--- src/rtl/hilo_file_if.sv ---
// HI/LO register-file port bundle: WB commit path, MEM forwarding source,
// architectural read-back, EX forwarded read and commit counter.
interface hilo_file_if #(
   parameter int WIDTH     = 32,
   parameter int CNT_WIDTH = 16
);
   logic [WIDTH-1:0]     wb_hi;
   logic [WIDTH-1:0]     wb_lo;
   logic                 wb_whilo;
   logic [WIDTH-1:0]     mem_hi;
   logic [WIDTH-1:0]     mem_lo;
   logic                 mem_whilo;
   logic [WIDTH-1:0]     hi_o;
   logic [WIDTH-1:0]     lo_o;
   logic [WIDTH-1:0]     rd_hi;
   logic [WIDTH-1:0]     rd_lo;
   logic [CNT_WIDTH-1:0] commit_cnt;

   // Pipeline side: presents writes and forwarding sources, consumes reads.
   modport master (
      output wb_hi, wb_lo, wb_whilo, mem_hi, mem_lo, mem_whilo,
      input  hi_o, lo_o, rd_hi, rd_lo, commit_cnt
   );

   // Register-file side.
   modport slave (
      input  wb_hi, wb_lo, wb_whilo, mem_hi, mem_lo, mem_whilo,
      output hi_o, lo_o, rd_hi, rd_lo, commit_cnt
   );
endinterface

--- src/rtl/hilo_file.sv ---
// HI/LO register file: WB writes commit at the edge (1-cycle latency), EX reads are
// forwarded combinationally MEM > WB > state; no backpressure, every write is accepted.
module hilo_file #(
   parameter int WIDTH     = 32,
   parameter int CNT_WIDTH = 16
) (
   input logic          clk,
   input logic          rst,
   hilo_file_if.slave   bus
);
   logic [WIDTH-1:0]     hi_q;
   logic [WIDTH-1:0]     lo_q;
   logic [CNT_WIDTH-1:0] cnt_q;

   // Reset wins over a concurrent write, so a write in the reset cycle is neither stored nor counted.
   always_ff @(posedge clk) begin
      if (rst) begin
         hi_q  <= '0;
         lo_q  <= '0;
         cnt_q <= '0;
      end else if (bus.wb_whilo) begin
         hi_q  <= bus.wb_hi;
         lo_q  <= bus.wb_lo;
         cnt_q <= cnt_q + {{(CNT_WIDTH-1){1'b0}}, 1'b1};
      end
   end

   // HI and LO always come from the same source; MEM is the youngest writer.
   always_comb begin
      bus.rd_hi = hi_q;
      bus.rd_lo = lo_q;
      if (rst) begin
         bus.rd_hi = '0;
         bus.rd_lo = '0;
      end else if (bus.mem_whilo) begin
         bus.rd_hi = bus.mem_hi;
         bus.rd_lo = bus.mem_lo;
      end else if (bus.wb_whilo) begin
         bus.rd_hi = bus.wb_hi;
         bus.rd_lo = bus.wb_lo;
      end
   end

   assign bus.hi_o       = hi_q;
   assign bus.lo_o       = lo_q;
   assign bus.commit_cnt = cnt_q;
endmodule

--- src/flat_wrapper.sv ---
// flat-port wrapper written by rule: the top's interface ports become plain ports
module hilo_file_flat 
#(
   parameter int WIDTH     = 32,
   parameter int CNT_WIDTH = 16
)
  (clk, rst, bus_wb_hi, bus_wb_lo, bus_wb_whilo, bus_mem_hi, bus_mem_lo, bus_mem_whilo, bus_hi_o, bus_lo_o, bus_rd_hi, bus_rd_lo, bus_commit_cnt);
  hilo_file_if #(.WIDTH(WIDTH), .CNT_WIDTH(CNT_WIDTH)) bus_i ();
  input logic clk;
  input logic rst;
  input wire logic [$bits(bus_i.wb_hi)-1:0] bus_wb_hi;
  input wire logic [$bits(bus_i.wb_lo)-1:0] bus_wb_lo;
  input wire logic [$bits(bus_i.wb_whilo)-1:0] bus_wb_whilo;
  input wire logic [$bits(bus_i.mem_hi)-1:0] bus_mem_hi;
  input wire logic [$bits(bus_i.mem_lo)-1:0] bus_mem_lo;
  input wire logic [$bits(bus_i.mem_whilo)-1:0] bus_mem_whilo;
  output wire logic [$bits(bus_i.hi_o)-1:0] bus_hi_o;
  output wire logic [$bits(bus_i.lo_o)-1:0] bus_lo_o;
  output wire logic [$bits(bus_i.rd_hi)-1:0] bus_rd_hi;
  output wire logic [$bits(bus_i.rd_lo)-1:0] bus_rd_lo;
  output wire logic [$bits(bus_i.commit_cnt)-1:0] bus_commit_cnt;
  assign bus_i.wb_hi = bus_wb_hi;
  assign bus_i.wb_lo = bus_wb_lo;
  assign bus_i.wb_whilo = bus_wb_whilo;
  assign bus_i.mem_hi = bus_mem_hi;
  assign bus_i.mem_lo = bus_mem_lo;
  assign bus_i.mem_whilo = bus_mem_whilo;
  assign bus_hi_o = bus_i.hi_o;
  assign bus_lo_o = bus_i.lo_o;
  assign bus_rd_hi = bus_i.rd_hi;
  assign bus_rd_lo = bus_i.rd_lo;
  assign bus_commit_cnt = bus_i.commit_cnt;
  hilo_file #(.WIDTH(WIDTH), .CNT_WIDTH(CNT_WIDTH)) u_core (.clk(clk), .rst(rst), .bus(bus_i));
endmodule
--- config.mk ---
export PLATFORM = sky130hd
export DESIGN_NAME = hilo_file_flat
export DESIGN_NICKNAME = d
export VERILOG_FILES = /design/src/rtl/hilo_file_if.sv /design/src/rtl/hilo_file.sv /design/src/flat_wrapper.sv
export SDC_FILE = /design/constraint.sdc
export NUM_CORES = 1
export LEC_CHECK = 0
export ABC_AREA = 0
export BUFFER_PORTS_ARGS = -buffer_cell sky130_fd_sc_hd__buf_2
export CAP_MARGIN = 0
export CORE_AREA = 3 3 107 109
export DETAILED_ROUTE_END_ITERATION = 7
export DIE_AREA = 0 0 110 112
export PLACE_DENSITY = 0.72
export SETUP_SLACK_MARGIN = 0.05
export SYNTH_ARGS = -nofsm -noshare
export SYNTH_HDL_FRONTEND = slang
export SYNTH_SLANG_ARGS = --single-unit
--- constraint.sdc ---
create_clock -name clk -period 4.8 [get_ports clk]
set_input_delay 0.72 -clock clk [delete_from_list [all_inputs] [get_ports clk]]
set_output_delay 0.72 -clock clk [all_outputs]
set_load 0.02 [all_outputs]
==> results of run 1 <==
[worst max-delay path, delay by kind of cell]
kind,cells,cell delay [ps]
and+or+nand+nor,2,110
muxes,1,340
buffers and inverters,2,970
AOI/OAI and AO/OA,1,150
[cells by family (layout without fill, tap and decap cells)]
group,Yosys count,in the layout
compound gates,68,68
xor+xnor,10,10
fa+ha+maj,1,1
buf+inv,39,296
flops,80,80
mux,68,68
simple gates,237,237
[final cells by class]
type	instances	area, um2
clock inverters	3	40.0
flip-flops and latches	80	1600
inverters	1	3.75
multi-input cells	384	2080
repair buffers	279	1440
fillers	1100	5190
clock buffers	13	159
well taps	140	175
[path summary, 6_finish.rpt]
path	from	slack (ps)	endpoint
max	bus_wb_whilo	1710	bus_rd_lo[10]
max reg2reg	u_core.bus.commit_cnt[0]	3050	u_core.bus.commit_cnt[12]
min	u_core.bus.lo_o[28]	510	u_core.bus.lo_o[28]
min reg2reg	u_core.bus.lo_o[28]	510	u_core.bus.lo_o[28]
[power groups by stage]
stage	Combinational, mW	Clock [mW]	Sequential (mW)
final	0.379	0.506	0.715
after global routing	0.419	0.546	0.719
after CTS	0.383	0.522	0.715
after detailed placement	0.382	0	0.730
after global placement	0.379	0	0.730
after floorplan	0.194	0	0.771
[through the flow]
| step | power [mW] | setup WS [ps] | cell area [um2] | hold WS [ps] |
|---|---|---|---|---|
| 2_1_floorplan | 0.964 | 2410 | 3840 | 588 |
| 3_3_place_gp | 1.11 | 1680 | 5300 | 488 |
| 3_5_place_dp | 1.11 | 1680 | 5300 | 496 |
| 4_1_cts | 1.62 | 1670 | 5500 | 519 |
| 5_1_grt | 1.68 | 1550 | 5500 | 543 |
| 6_report | 1.60 | 1710 | 5500 | 511 |
[Yosys cell counts (2+ instances only)]
cell type  instances  area [um2]
clkbuf_1          23        86.3
nand2_1            5        18.8
mux2i_1           65         651
buf_1              6        22.5
xor2_1             6        52.6
dfxtp_1           80        1600
nor2_1           207         777
buf_2              9        45.0
xnor2_1            4        35.0
a21oi_1           66         330
nand3_1            5        25.0
mux2_2             3        33.8
nor3_1             3        15.0
nand4_1            5        31.3
nor2b_1            3        18.8
and4_1             2        17.5
[cell usage in the layout (no fill, tap or decap), drive strengths merged, types with 4 or more instances in the layout]
cell type  instances
a21oi             66
buf              279
clkbuf            13
dfxtp             80
mux2i             65
nand2              5
nand3              5
nand4              6
nor2             207
xnor2              4
xor2               6
[state kept, by name, summed over array words and instances (netlist names)]
register               flops
u_core.bus.commit_cnt     16
u_core.bus.hi_o           32
u_core.bus.lo_o           32
[metal layers]
layer | part of all wire | track usage | routed length [um]
met1 | 0.38 | 0.212 | 4550
met2 | 0.50 | 0.320 | 5950
met3 | 0.091 | 0.0487 | 1080
met4 | 0.020 | 0.0748 | 240
met5 | 0 | 0 | 0
==> metrics.txt, run 1 <==
syn nets=636; sequential area share after synthesis=0.417; min Tclk post-route=3090 ps; starting density of the core=0.359; Total Wirelength=11.8 mm; Pwr Density=291 nW/um2; hold crit path type=reg -> reg; vias=4241; global route overflow=0; initial antenna violation count=0; Max Root-Sink Buffers=2; Post-Synth Adder-Cell Area=0.00326; first-pass GRT wire length=18.3 mm; status=complete, no violations; Pint=1.11 mW; Core Area=10700 um2; multiplexer area fraction after synthesis=0.178; main combinational cell family by area after synthesis=simple AND/OR/NAND/NOR gates; Sinks on Clock Net=80; die area=12300 um2; mapped cell area=3840 um2; Worst Path Required=4080 ps; part of the power in combinational logic=0.237; Final setup viols=0; Die Height=112 um; DP HPWL=8.62 mm; fin. max-slew vios=0; Yosys reg bits=80; Area growth, synth to finish=43.2%; Finished Core Util=0.514; CP max stage delay=800 ps; switch share=0.305; fraction of registers with async set/reset=0; Crit Path Class=in -> out; Register-to-Register Path Depth=5; TritonCTS clock tree=built; antenna-violating nets left=0; clock share of power=0.316; H-Tree Depth=3; Port Buffers=275; period utilization=0.644; Placer Congestion=0.799; Worst Tran Pin Value=1130 ps; CP dominant cell by count=nor2_1; Gates resized, CTS repair=0; leakage=3.02 nW; total track usage=0.185; Max FO, Critical Path=65; Mapped Cells=503; Root Driver=clkbuf_8; layout cells sized above 1=0.392; crit path launch type=input port; Worst Path Arrival=2370 ps; num ports=276; simple-gate share of the synthesized area=0.249; Placed Instances=884; vias in the first global route=3943; setup TNS=0 ps; Finished Layout Cells=900; Syn Area/Cell=7.64 um2; P_sw=0.488 mW; Reg clk slew, reported paths=80 ps; largest net degree at the start of global routing=129; vias per cell=4.71; post-synthesis compound-gate area fraction=0.0895; CTS Hold Bufs=0; drt initial violations=238; XOR/XNOR Fraction of Synth Area=0.0228; Max-Slew Margin vs Limit=0.249; Most used DFF post-synth=dfxtp_1; DRT Pass-1 Iters=4; fin nets=888; RSZ-0062 raised after global routing=false; Worst setup EP type=primary output; Avg WL per Cell=13.1 um; FP Rows=38; Worst Hold Path Cells=2; drt drc=0; FMAX=0.323 GHz; Skew-Pair Late Insertion Delay=340 ps; Flop pwr share=0.447; number of flops mapped to enable cells by yosys=0; clock buffer count from CTS=9; max-capacitance violation count=0; ANT cells=0; Setup Fix Bufs, Post-CTS=0; CP max stage cell=buf_4; CP Cell Sequence=buf_4 -> mux2i_1 -> nor2_1 -> a21oi_1 -> nor2_1 -> buf_2; Final Hold Viols=0; YS warnings=0; Die Wd=110 um; Peak VDD IR=149 uV; Distinct cells, synth=27; Final Skew=9.08 ps
(Power assumes the default switching activity.)
==> run 2, diff against run 1 <==
--- a/config.mk
+++ b/config.mk
@@ -8,10 +8,10 @@
 export ABC_AREA = 0
 export BUFFER_PORTS_ARGS = -buffer_cell sky130_fd_sc_hd__buf_2
 export CAP_MARGIN = 0
-export CORE_AREA = 3 3 107 109
+export CORE_AREA = 3 3 106 108
 export DETAILED_ROUTE_END_ITERATION = 7
-export DIE_AREA = 0 0 110 112
-export PLACE_DENSITY = 0.72
+export DIE_AREA = 0 0 109 111
+export PLACE_DENSITY = 0.76
 export SETUP_SLACK_MARGIN = 0.05
 export SYNTH_ARGS = -nofsm -noshare
 export SYNTH_HDL_FRONTEND = slang
==> constraint.sdc (replaced) <==
create_clock -name clk -period 2.7 [get_ports clk]
set_input_delay 0.405 -clock clk [delete_from_list [all_inputs] [get_ports clk]]
set_output_delay 0.405 -clock clk [all_outputs]
set_load 0.02 [all_outputs]
==> metrics.txt, run 2 (synthesis gave the netlist of run 1 again) <==
status=complete, no violations; FP Rows=37; DP HPWL=8.77 mm; P_sw=0.845 mW; DRT Pass-1 Iters=4; vias per cell=4.74; Skew-Pair Late Insertion Delay=330 ps; CP max stage cell=buf_12; Sinks on Clock Net=80; Finished Core Util=0.537; vias in the first global route=3832; Worst Tran Pin Value=687 ps; antenna-violating nets left=0; Final setup viols=0; highest-count cells in the layout ignoring fill and taps=272 x buf_2, 207 x nor2_1, 80 x dfxtp_1; Max FO, Critical Path=34; Core Area=10300 um2; Avg WL per Cell=13.0 um; Flop pwr share=0.441; Pint=2.04 mW; Die Height=111 um; Crit Path Class=in -> out; fin. max-slew vios=0; Max-Slew Margin vs Limit=0.542; part of the power in combinational logic=0.235; drt drc=0; Placer Congestion=0.846; layout cells sized above 1=0.395; starting density of the core=0.372; CP dominant cell by count=nor2_1; Port Buffers=275; Worst setup EP type=primary output; CP max stage delay=260 ps; RSZ-0062 raised after global routing=false; max-capacitance violation count=0; vias=4244; num ports=276; setup TNS=0 ps; Max Root-Sink Buffers=2; drt initial violations=248; Area growth, synth to finish=44.3%; clock share of power=0.324; period utilization=0.778; Worst Path Required=2300 ps; hold crit path type=in -> reg; Final Skew=10.0 ps; FMAX=0.476 GHz; ANT cells=0; TritonCTS clock tree=built; Root Driver=clkbuf_8; die area=12100 um2; Reg clk slew, reported paths=80 ps; first-pass GRT wire length=18.0 mm; clock buffer count from CTS=9; Peak VDD IR=268 uV; CP Cell Sequence=buf_4 -> buf_12 -> mux2i_1 -> nor2_1 -> a21oi_1 -> nor2_1 -> buf_2; CTS Hold Bufs=0; total track usage=0.181; Die Wd=109 um; Worst Path Arrival=1700 ps; register area=1600 um2; leakage=3.04 nW; initial antenna violation count=0; Gates resized, CTS repair=0; FILL cells=1067; crit path launch type=input port; Total Wirelength=11.6 mm; Setup Fix Bufs, Post-CTS=0; hold slack final=321 ps; area of the multi-input gates=2080 um2; switch share=0.293; Crit path max-delay family=buffers and inverters; min Tclk post-route=2100 ps; largest net degree at the start of global routing=149; CP Buf/Inv Count=3; H-Tree Depth=3; global route overflow=0; fin nets=890; Pwr Density=520 nW/um2; commonest non-fill, non-tap cell in the layout=buf_2; Final Hold Viols=0
[run 2: changes by cell type in the layout (fill, tap and decap cells not counted), sizes merged]
| cell | before | now |
|---|---|---|
| bufinv | 1 | 2 |
| clkbuf | 13 | 10 |
| buf | 279 | 281 |
[run 2: through the flow]
stage	setup slack, ps	power [mW]	area, um2	std cells
final	599	2.88	5550	896
after global routing	494	3.04	5550	896
after CTS	594	2.93	5550	896
after detailed placement	597	1.98	5340	882
after global placement	589	1.97	5340	882
after floorplan	940	1.71	3840	503
[run 2: path summary, 6_finish.rpt]
kind | start | endpoint | slack [ps] | cells after the start
hold reg to reg | u_core.bus.lo_o[1] | u_core.bus.lo_o[1] | 510 | 2
setup reg to reg | u_core.bus.commit_cnt[0] | u_core.bus.commit_cnt[12] | 950 | 5
hold / removal | bus_wb_hi[10] | u_core.bus.hi_o[10] | 320 | 3
setup / recovery | bus_wb_whilo | bus_rd_hi[2] | 600 | 7
[run 2: power by group through the flow]
| stage | Combinational, mW | Sequential [mW] | Clock (mW) |
|---|---|---|---|
| 2_1_floorplan | 0.344 | 1.37 | 0 |
| 3_3_place_gp | 0.677 | 1.30 | 0 |
| 3_5_place_dp | 0.683 | 1.30 | 0 |
| 4_1_cts | 0.684 | 1.27 | 0.975 |
| 5_1_grt | 0.746 | 1.28 | 1.02 |
| 6_report | 0.678 | 1.27 | 0.933 |
[run 2: worst register-to-register path: cells and delay by family, from the launching register on]
| family | cells | cell delay (ps) |
|---|---|---|
| xor+xnor | 1 | 140 |
| buf+inv | 1 | 60 |
| simple gates | 2 | 690 |
| flops | 1 | 430 |
| fa+ha+maj | 1 | 330 |
[run 2: layer usage]
metal,vias up,share of wire,GRT usage
met1,1895,0.40,0.207
met4,0,0.011,0.0455
met2,174,0.49,0.320
li1,2165,-,-
met5,-,0,0
met3,10,0.10,0.0606
[run 2: final cells by class]
type | count | area share
timing repair buffer | 281 | 0.267
multi-input combinational | 384 | 0.376
clock buffer | 10 | 0.0248
sequential | 80 | 0.289
tap | 136 | 0.0307
inverter | 1 | 0.000677
clock inverter | 4 | 0.0126
